**src/rtl/hwce_shift_adder_pipe.sv**
```systemverilog
// HWCE output stage: base + column SoPs, fixed-point rescale, round, saturate, activate.
// 3-stage valid/ready pipeline, 3-cycle latency, 1 beat/cycle; stalls propagate back to in_ready.
module hwce_shift_adder_pipe #(
    parameter int CONV_WIDTH = 16,
    parameter int NPX        = 2,
    parameter int NB_MULS    = 25,
    parameter int N_COL      = 4,
    parameter int MUL_WIDTH  = 2*CONV_WIDTH + $clog2(NB_MULS),
    parameter int SUM_WIDTH  = MUL_WIDTH + $clog2(N_COL+1),
    parameter int MAX_QF     = 20
) (
    input  logic                           clk,
    input  logic                           rst_n,
    input  logic [NPX*CONV_WIDTH-1:0]      y_in,
    input  logic [N_COL*NPX*MUL_WIDTH-1:0] y_in_sop,
    input  logic                           in_valid,
    output logic                           in_ready,
    input  logic [4:0]                     qf,
    input  logic                           round_en,
    input  logic [15:0]                    constant_to_sum,
    input  logic                           sum_over_constant,
    input  logic [1:0]                     act_mode,
    output logic [NPX*CONV_WIDTH-1:0]      y_out,
    output logic                           out_valid,
    input  logic                           out_ready,
    output logic [15:0]                    sat_count,
    input  logic                           sat_clear
);

    localparam int NP      = 1 << $clog2(N_COL+1);
    localparam int PIX_EXT = SUM_WIDTH - CONV_WIDTH;
    localparam int CST_EXT = SUM_WIDTH - 16;
    localparam int SOP_EXT = SUM_WIDTH - MUL_WIDTH;
    localparam logic [4:0] QF_LIM = 5'(MAX_QF);
    localparam logic [CONV_WIDTH-1:0] PIX_MAX = {1'b0, {(CONV_WIDTH-1){1'b1}}};
    localparam logic [CONV_WIDTH-1:0] PIX_MIN = {1'b1, {(CONV_WIDTH-1){1'b0}}};

    typedef logic [N_COL:0][SUM_WIDTH-1:0] ops_t;

    logic                                s1_v_q, s1_v_d;
    logic [NPX-1:0][N_COL:0][SUM_WIDTH-1:0] s1_ops_q, s1_ops_d;
    logic [4:0]                          s1_qf_q, s1_qf_d;
    logic                                s1_rnd_q, s1_rnd_d;
    logic [1:0]                          s1_act_q, s1_act_d;

    logic                                s2_v_q, s2_v_d;
    logic [NPX-1:0][SUM_WIDTH-1:0]       s2_sum_q, s2_sum_d;
    logic [4:0]                          s2_qf_q, s2_qf_d;
    logic                                s2_rnd_q, s2_rnd_d;
    logic [1:0]                          s2_act_q, s2_act_d;

    logic                                s3_v_q, s3_v_d;
    logic [NPX*CONV_WIDTH-1:0]           y_out_q, y_out_d;
    logic                                s3_sat_q, s3_sat_d;
    logic [15:0]                         sat_cnt_q, sat_cnt_d;

    logic s1_rdy, s2_rdy, s3_rdy;

    // Heap-ordered tree: leaves at NP.., unused leaves zero, root at node 1.
    function automatic logic [SUM_WIDTH-1:0] tree_sum(input ops_t ops);
        logic [2*NP-1:1][SUM_WIDTH-1:0] node;
        node = '0;
        for (int i = 0; i <= N_COL; i++) node[NP+i] = ops[i];
        for (int i = NP-1; i >= 1; i--) node[i] = node[2*i] + node[2*i+1];
        return node[1];
    endfunction

    assign s3_rdy    = !s3_v_q || out_ready;
    assign s2_rdy    = !s2_v_q || s3_rdy;
    assign s1_rdy    = !s1_v_q || s2_rdy;
    assign in_ready  = s1_rdy;
    assign out_valid = s3_v_q;
    assign y_out     = y_out_q;
    assign sat_count = sat_cnt_q;

    always_comb begin
        logic [4:0]                    q_in;
        logic [SUM_WIDTH-1:0]          base;
        logic [MUL_WIDTH-1:0]          sop;
        logic signed [SUM_WIDTH-1:0]   acc;
        logic signed [SUM_WIDTH-1:0]   shd;
        logic [SUM_WIDTH-CONV_WIDTH:0] hi;
        logic signed [CONV_WIDTH-1:0]  pix;
        logic                          px_sat;
        logic                          any_sat;
        logic [NPX*CONV_WIDTH-1:0]     y_nxt;

        s1_v_d    = s1_v_q;
        s1_ops_d  = s1_ops_q;
        s1_qf_d   = s1_qf_q;
        s1_rnd_d  = s1_rnd_q;
        s1_act_d  = s1_act_q;
        s2_v_d    = s2_v_q;
        s2_sum_d  = s2_sum_q;
        s2_qf_d   = s2_qf_q;
        s2_rnd_d  = s2_rnd_q;
        s2_act_d  = s2_act_q;
        s3_v_d    = s3_v_q;
        y_out_d   = y_out_q;
        s3_sat_d  = s3_sat_q;
        sat_cnt_d = sat_cnt_q;
        q_in      = (qf > QF_LIM) ? QF_LIM : qf;
        base      = '0;
        sop       = '0;
        acc       = '0;
        shd       = '0;
        hi        = '0;
        pix       = '0;
        px_sat    = 1'b0;
        any_sat   = 1'b0;
        y_nxt     = '0;

        if (s1_rdy) begin
            s1_v_d = in_valid;
            if (in_valid) begin
                for (int p = 0; p < NPX; p++) begin
                    if (sum_over_constant)
                        base = {{CST_EXT{constant_to_sum[15]}}, constant_to_sum};
                    else
                        base = {{PIX_EXT{y_in[p*CONV_WIDTH+CONV_WIDTH-1]}}, y_in[p*CONV_WIDTH +: CONV_WIDTH]};
                    s1_ops_d[p][0] = base << q_in;
                    for (int c = 0; c < N_COL; c++) begin
                        sop = y_in_sop[(c*NPX+p)*MUL_WIDTH +: MUL_WIDTH];
                        s1_ops_d[p][c+1] = {{SOP_EXT{sop[MUL_WIDTH-1]}}, sop};
                    end
                end
                s1_qf_d  = q_in;
                s1_rnd_d = round_en;
                s1_act_d = act_mode;
            end
        end

        if (s2_rdy) begin
            s2_v_d = s1_v_q;
            if (s1_v_q) begin
                for (int p = 0; p < NPX; p++) s2_sum_d[p] = tree_sum(s1_ops_q[p]);
                s2_qf_d  = s1_qf_q;
                s2_rnd_d = s1_rnd_q;
                s2_act_d = s1_act_q;
            end
        end

        // Saturation is decided on the shifted value, before the activation.
        for (int p = 0; p < NPX; p++) begin
            acc = s2_sum_q[p];
            if (s2_rnd_q && (s2_qf_q != 5'd0))
                acc = acc + (SUM_WIDTH'(1) << (s2_qf_q - 5'd1));
            shd    = acc >>> s2_qf_q;
            hi     = shd[SUM_WIDTH-1:CONV_WIDTH-1];
            px_sat = !((&hi) || !(|hi));
            if (px_sat)
                pix = shd[SUM_WIDTH-1] ? PIX_MIN : PIX_MAX;
            else
                pix = shd[CONV_WIDTH-1:0];
            if (pix[CONV_WIDTH-1] && (s2_act_q == 2'b01))
                pix = '0;
            else if (pix[CONV_WIDTH-1] && (s2_act_q == 2'b10))
                pix = pix >>> 3;
            y_nxt[p*CONV_WIDTH +: CONV_WIDTH] = pix;
            any_sat = any_sat | px_sat;
        end

        if (s3_rdy) begin
            s3_v_d = s2_v_q;
            if (s2_v_q) begin
                y_out_d  = y_nxt;
                s3_sat_d = any_sat;
            end
        end

        if (sat_clear)
            sat_cnt_d = '0;
        else if (s3_v_q && out_ready && s3_sat_q && (sat_cnt_q != 16'hFFFF))
            sat_cnt_d = sat_cnt_q + 16'd1;
    end

    always_ff @(posedge clk) begin
        if (!rst_n) begin
            s1_v_q    <= 1'b0;
            s2_v_q    <= 1'b0;
            s3_v_q    <= 1'b0;
            y_out_q   <= '0;
            s3_sat_q  <= 1'b0;
            sat_cnt_q <= '0;
        end else begin
            s1_v_q    <= s1_v_d;
            s2_v_q    <= s2_v_d;
            s3_v_q    <= s3_v_d;
            y_out_q   <= y_out_d;
            s3_sat_q  <= s3_sat_d;
            sat_cnt_q <= sat_cnt_d;
        end
    end

    // Payload registers need no reset; their valid bits qualify them.
    always_ff @(posedge clk) begin
        s1_ops_q <= s1_ops_d;
        s1_qf_q  <= s1_qf_d;
        s1_rnd_q <= s1_rnd_d;
        s1_act_q <= s1_act_d;
        s2_sum_q <= s2_sum_d;
        s2_qf_q  <= s2_qf_d;
        s2_rnd_q <= s2_rnd_d;
        s2_act_q <= s2_act_d;
    end

endmodule

```
**config.mk**
```make
export PLATFORM = sky130hd
export DESIGN_NAME = hwce_shift_adder_pipe
export DESIGN_NICKNAME = d
export VERILOG_FILES = /design/src/rtl/hwce_shift_adder_pipe.sv
export SDC_FILE = /design/constraint.sdc
export NUM_CORES = 2
export LEC_CHECK = 0
export BUFFER_PORTS_ARGS = -buffer_cell sky130_fd_sc_hd__buf_4
export CAP_MARGIN = 40
export CORE_ASPECT_RATIO = 2
export CORE_MARGIN = 2
export CORE_UTILIZATION = 50
export DETAILED_ROUTE_END_ITERATION = 10
export MAX_ROUTING_LAYER = met4
export PLACE_DENSITY = 0.79
export SLEW_MARGIN = 20
export SYNTH_ARGS = -nofsm -noshare
export SYNTH_HDL_FRONTEND = slang
export SYNTH_SLANG_ARGS = --single-unit
```
**constraint.sdc**
```tcl
create_clock -name clk -period 59.2 [get_ports clk]
set_input_delay 11.84 -clock clk [delete_from_list [all_inputs] [get_ports clk]]
set_output_delay 11.84 -clock clk [all_outputs]
set_load 0.01 [all_outputs]
```
==> metrics.cfg <==
[run_status]
status=complete, no violations

[clock_network]
hold_buffers=0
h-tree-depth=2
clkLatencyLatePin_ns=0.65
cts_resized=0
cts_root_buf=clkbuf_16
cts.clk_slew.worst_paths_ns=0.07
cts_num_sinks=524
numCtsBuffers=48
cts_tree=yes
post_cts_buffers=0
clockBufferDepth=3

[floorplan]
die_h_um=424
ioPinCount=408
core_um2=87900
die_w_um=214
start_util_pct=50.2
rows=154
dieArea_um2=90800

[logic_synthesis]
synth_area_um2=44200
postSynthCellCount=4631
yosysTopAreaCellShare_pct=32.1
syn_area_per_cell_um2=9.53
netlist_top_cells_area=edfxtp_1 (32%), fa_1 (7.2%), ha_1 (5.3%)
synth_edf_count=472
async_reset_ff_share_pct=0
yosys_register_bits=524
synth_nets=5334
ys_types=121
synth-warning-count=0
synthFlopType=edfxtp_1
synth_top_area_cell=edfxtp_1
ys_seq_area_share_pct=34.5

[routing]
routed_via_density=6.45
ant_nets=0
first_iter_violations=3631
vias=39709
drt_wl_total_mm=171
wl_per_cell_um=27.7
drc_errors=0
drtPass1Iterations=8

[worst_setup_path]
reg2reg_slack_ns=49.53
max_stage_delay_ns=0.51
cp-start-kind=primary input
r2r-end=y_out[12]
slowest_stage=nor2b_1
endpoint_kind=output pin
path_buf_inv=2
arrival_ns=12.87
cpMostUsedCell=buf_4
rr_worst_depth=23
criticalPathCategory=in2out
timing.rr.start=s2_qf_q[3]
cp_max_fo=7
path_cells=buf_4 > nor2b_1 > nand3_1 > buf_4
cp.required_ns=47.36
critPathTopFamily=simple AND/OR/NAND/NOR gates

[pwr]
power_frac_seq_pct=28.5
power_frac_comb_pct=55.2
power_density_nw_per_um2=40.4
p_total_mw=2.04
power_switching_mw=0.916
ir_worst_vdd_uv=30.4
p_int_mw=1.12
p_clk_share_pct=16.3
p_sw_share_pct=45.0
leakage_nw=20.7

[sta]
finalSetupViolCount=0
fin_crit_ns=24.71
period_share_pct=41.7
hold_ws_ns=0.423
finClkSkew_ns=0.0158
fin_tns_setup_ns=0
slew_headroom_pct=33.0
slew_violations=0
rsz0062_at_grt=no
tightest_slew_ns=0.994
hold_viol=0
timing.fmax_mhz=40.5

[global_routing]
track_usage_pct=38.3
grt_max_degree=165
antenna_found_initial=11
grt_pass1_vias=39656
overflow=0
grt_pass1_wl_mm=250

[placed_design]
numPortBuffers=407
gp_congestion=1.07
dp_cells=6038
hpwl_mm=133

[hold_path]
worstHoldEndpoint=s2_qf_q[4]
holdPathStages=0
hp-start=s1_qf_q[4]
hp-class=reg2reg

[layout]
final-instance-count-excl-fill=6158
area_growth_pct=14.2
fill_cells=7644
multiInputGateArea_um2=26500
layout-drive-gt1-share_pct=16.0
final_nets=5638
register_area_um2=15200

[flow_run]
cap_violations=0

## kinds of logic after synthesis
family	Yosys count	share of synthesized area, %
buffers and inverters	661	5.73
adders and majority gates	351	12.6
AOI/OAI and AO/OA	1303	20.2
xor gates and xnor gates	218	4.32
and+or+nand+nor	1323	15.4
DFF	524	34.5
muxes	251	7.32
## per-layer routing
layer	global-route usage, %	vias up	part of all wire, %
li1	-	17818	-
met1	35.9	18969	31
met2	63.8	2114	49
met3	8.66	808	7.6
met4	37.5	0	12
met5	-	-	0
## layout make-up
class	instances	area share [%]
sequential	524	30.2
inverter	403	3.00
multi-input combinational	3446	52.6
tap	1170	2.90
timing repair buffer	512	7.95
clock buffer	57	2.48
antenna	14	0.0695
clock inverter	32	0.764
## through the flow
stage	util [%]	instance area, um^2	setup slack (ns)
final	57.4	50400	34.49
after global routing	57.4	50400	34.41
after CTS	57.1	50200	34.50
after detailed placement	55.2	48500	34.50
after global placement	55.0	48300	34.54
after floorplan	-	44200	26.91
## power groups by stage
stage | registers [mW] | logic [mW] | clock network (mW)
after global routing | 0.585 | 1.22 | 0.348
final | 0.580 | 1.13 | 0.331
after CTS | 0.576 | 1.09 | 0.335
after floorplan | 0.543 | 0.784 | 0
after global placement | 0.582 | 1.05 | 0
after detailed placement | 0.584 | 1.08 | 0
## worst reg2reg max path: cells and delay by family, from the launching register on
kind                       cells  cell delay (ns)
and+or+nand+nor               10             3.86
AOI/OAI and AO/OA              7             2.21
buffers and inverters          4             2.01
muxes                          1             0.64
adders and majority gates      1             0.46
DFF                            1             0.38
## worst max path at each step
stage                    from     endpoint  cells after the start  slack [ns]
floorplan           out_ready  s1_act_q[0]                      2       26.91
global route        out_ready     in_ready                      4       34.41
global placement    out_ready     in_ready                      4       34.54
finish              out_ready     in_ready                      4       34.49
CTS                 out_ready     in_ready                      4       34.50
detailed placement  out_ready     in_ready                      4       34.50
## Yosys cell counts (36+ instances only)
library cell	n
nand2b_1	53
ha_1	187
a211oi_1	64
o211ai_1	67
edfxtp_1	472
and3_1	65
and2_1	62
a21o_1	77
mux2i_1	155
inv_1	399
mux2_2	41
nor3_1	97
nor2b_1	42
xor2_1	77
mux4_2	53
fa_1	158
a31oi_1	71
nor2_1	322
nor4_1	36
clkbuf_1	191
dfxtp_1	52
nand4_1	36
a21oi_1	306
o21ai_0	227
o21a_1	51
nand3_1	124
buf_1	43
or3_1	40
nand2_1	296
xnor2_1	141
## registers in the layout, indices dropped and copies added, names as in the netlist
name / count
y_out: 32
s1_rnd_q: 1
sat_count: 16
s2_rnd_q: 1
s1_qf_q: 5
s1_act_q: 2
s1_ops_q: 376
s2_qf_q: 5
s2_act_q: 2
out_valid: 1
s2_sum_q: 80
s3_sat_q: 1
s2_v_q: 1
s1_v_q: 1
## cells in the final DEF (no fill, tap or decap), types with 53 or more instances in the layout
cell type	synthesis	layout
o211ai_1	67	67
and3_1	65	65
nand3_1	124	124
ha_1	187	187
a21o_1	77	77
and2_1	62	62
a211oi_1	64	63
xnor2_1	141	141
xor2_1	77	76
mux4_2	53	53
a21oi_1	306	304
mux2i_1	155	155
edfxtp_1	472	472
buf_4	2	487
nor2_1	322	319
nand2b_1	53	53
nor3_1	97	96
o21ai_0	227	225
inv_1	399	395
nand2_1	296	296
fa_1	158	158
a31oi_1	71	68
No activity file was read; power rests on OpenSTA's default activity.
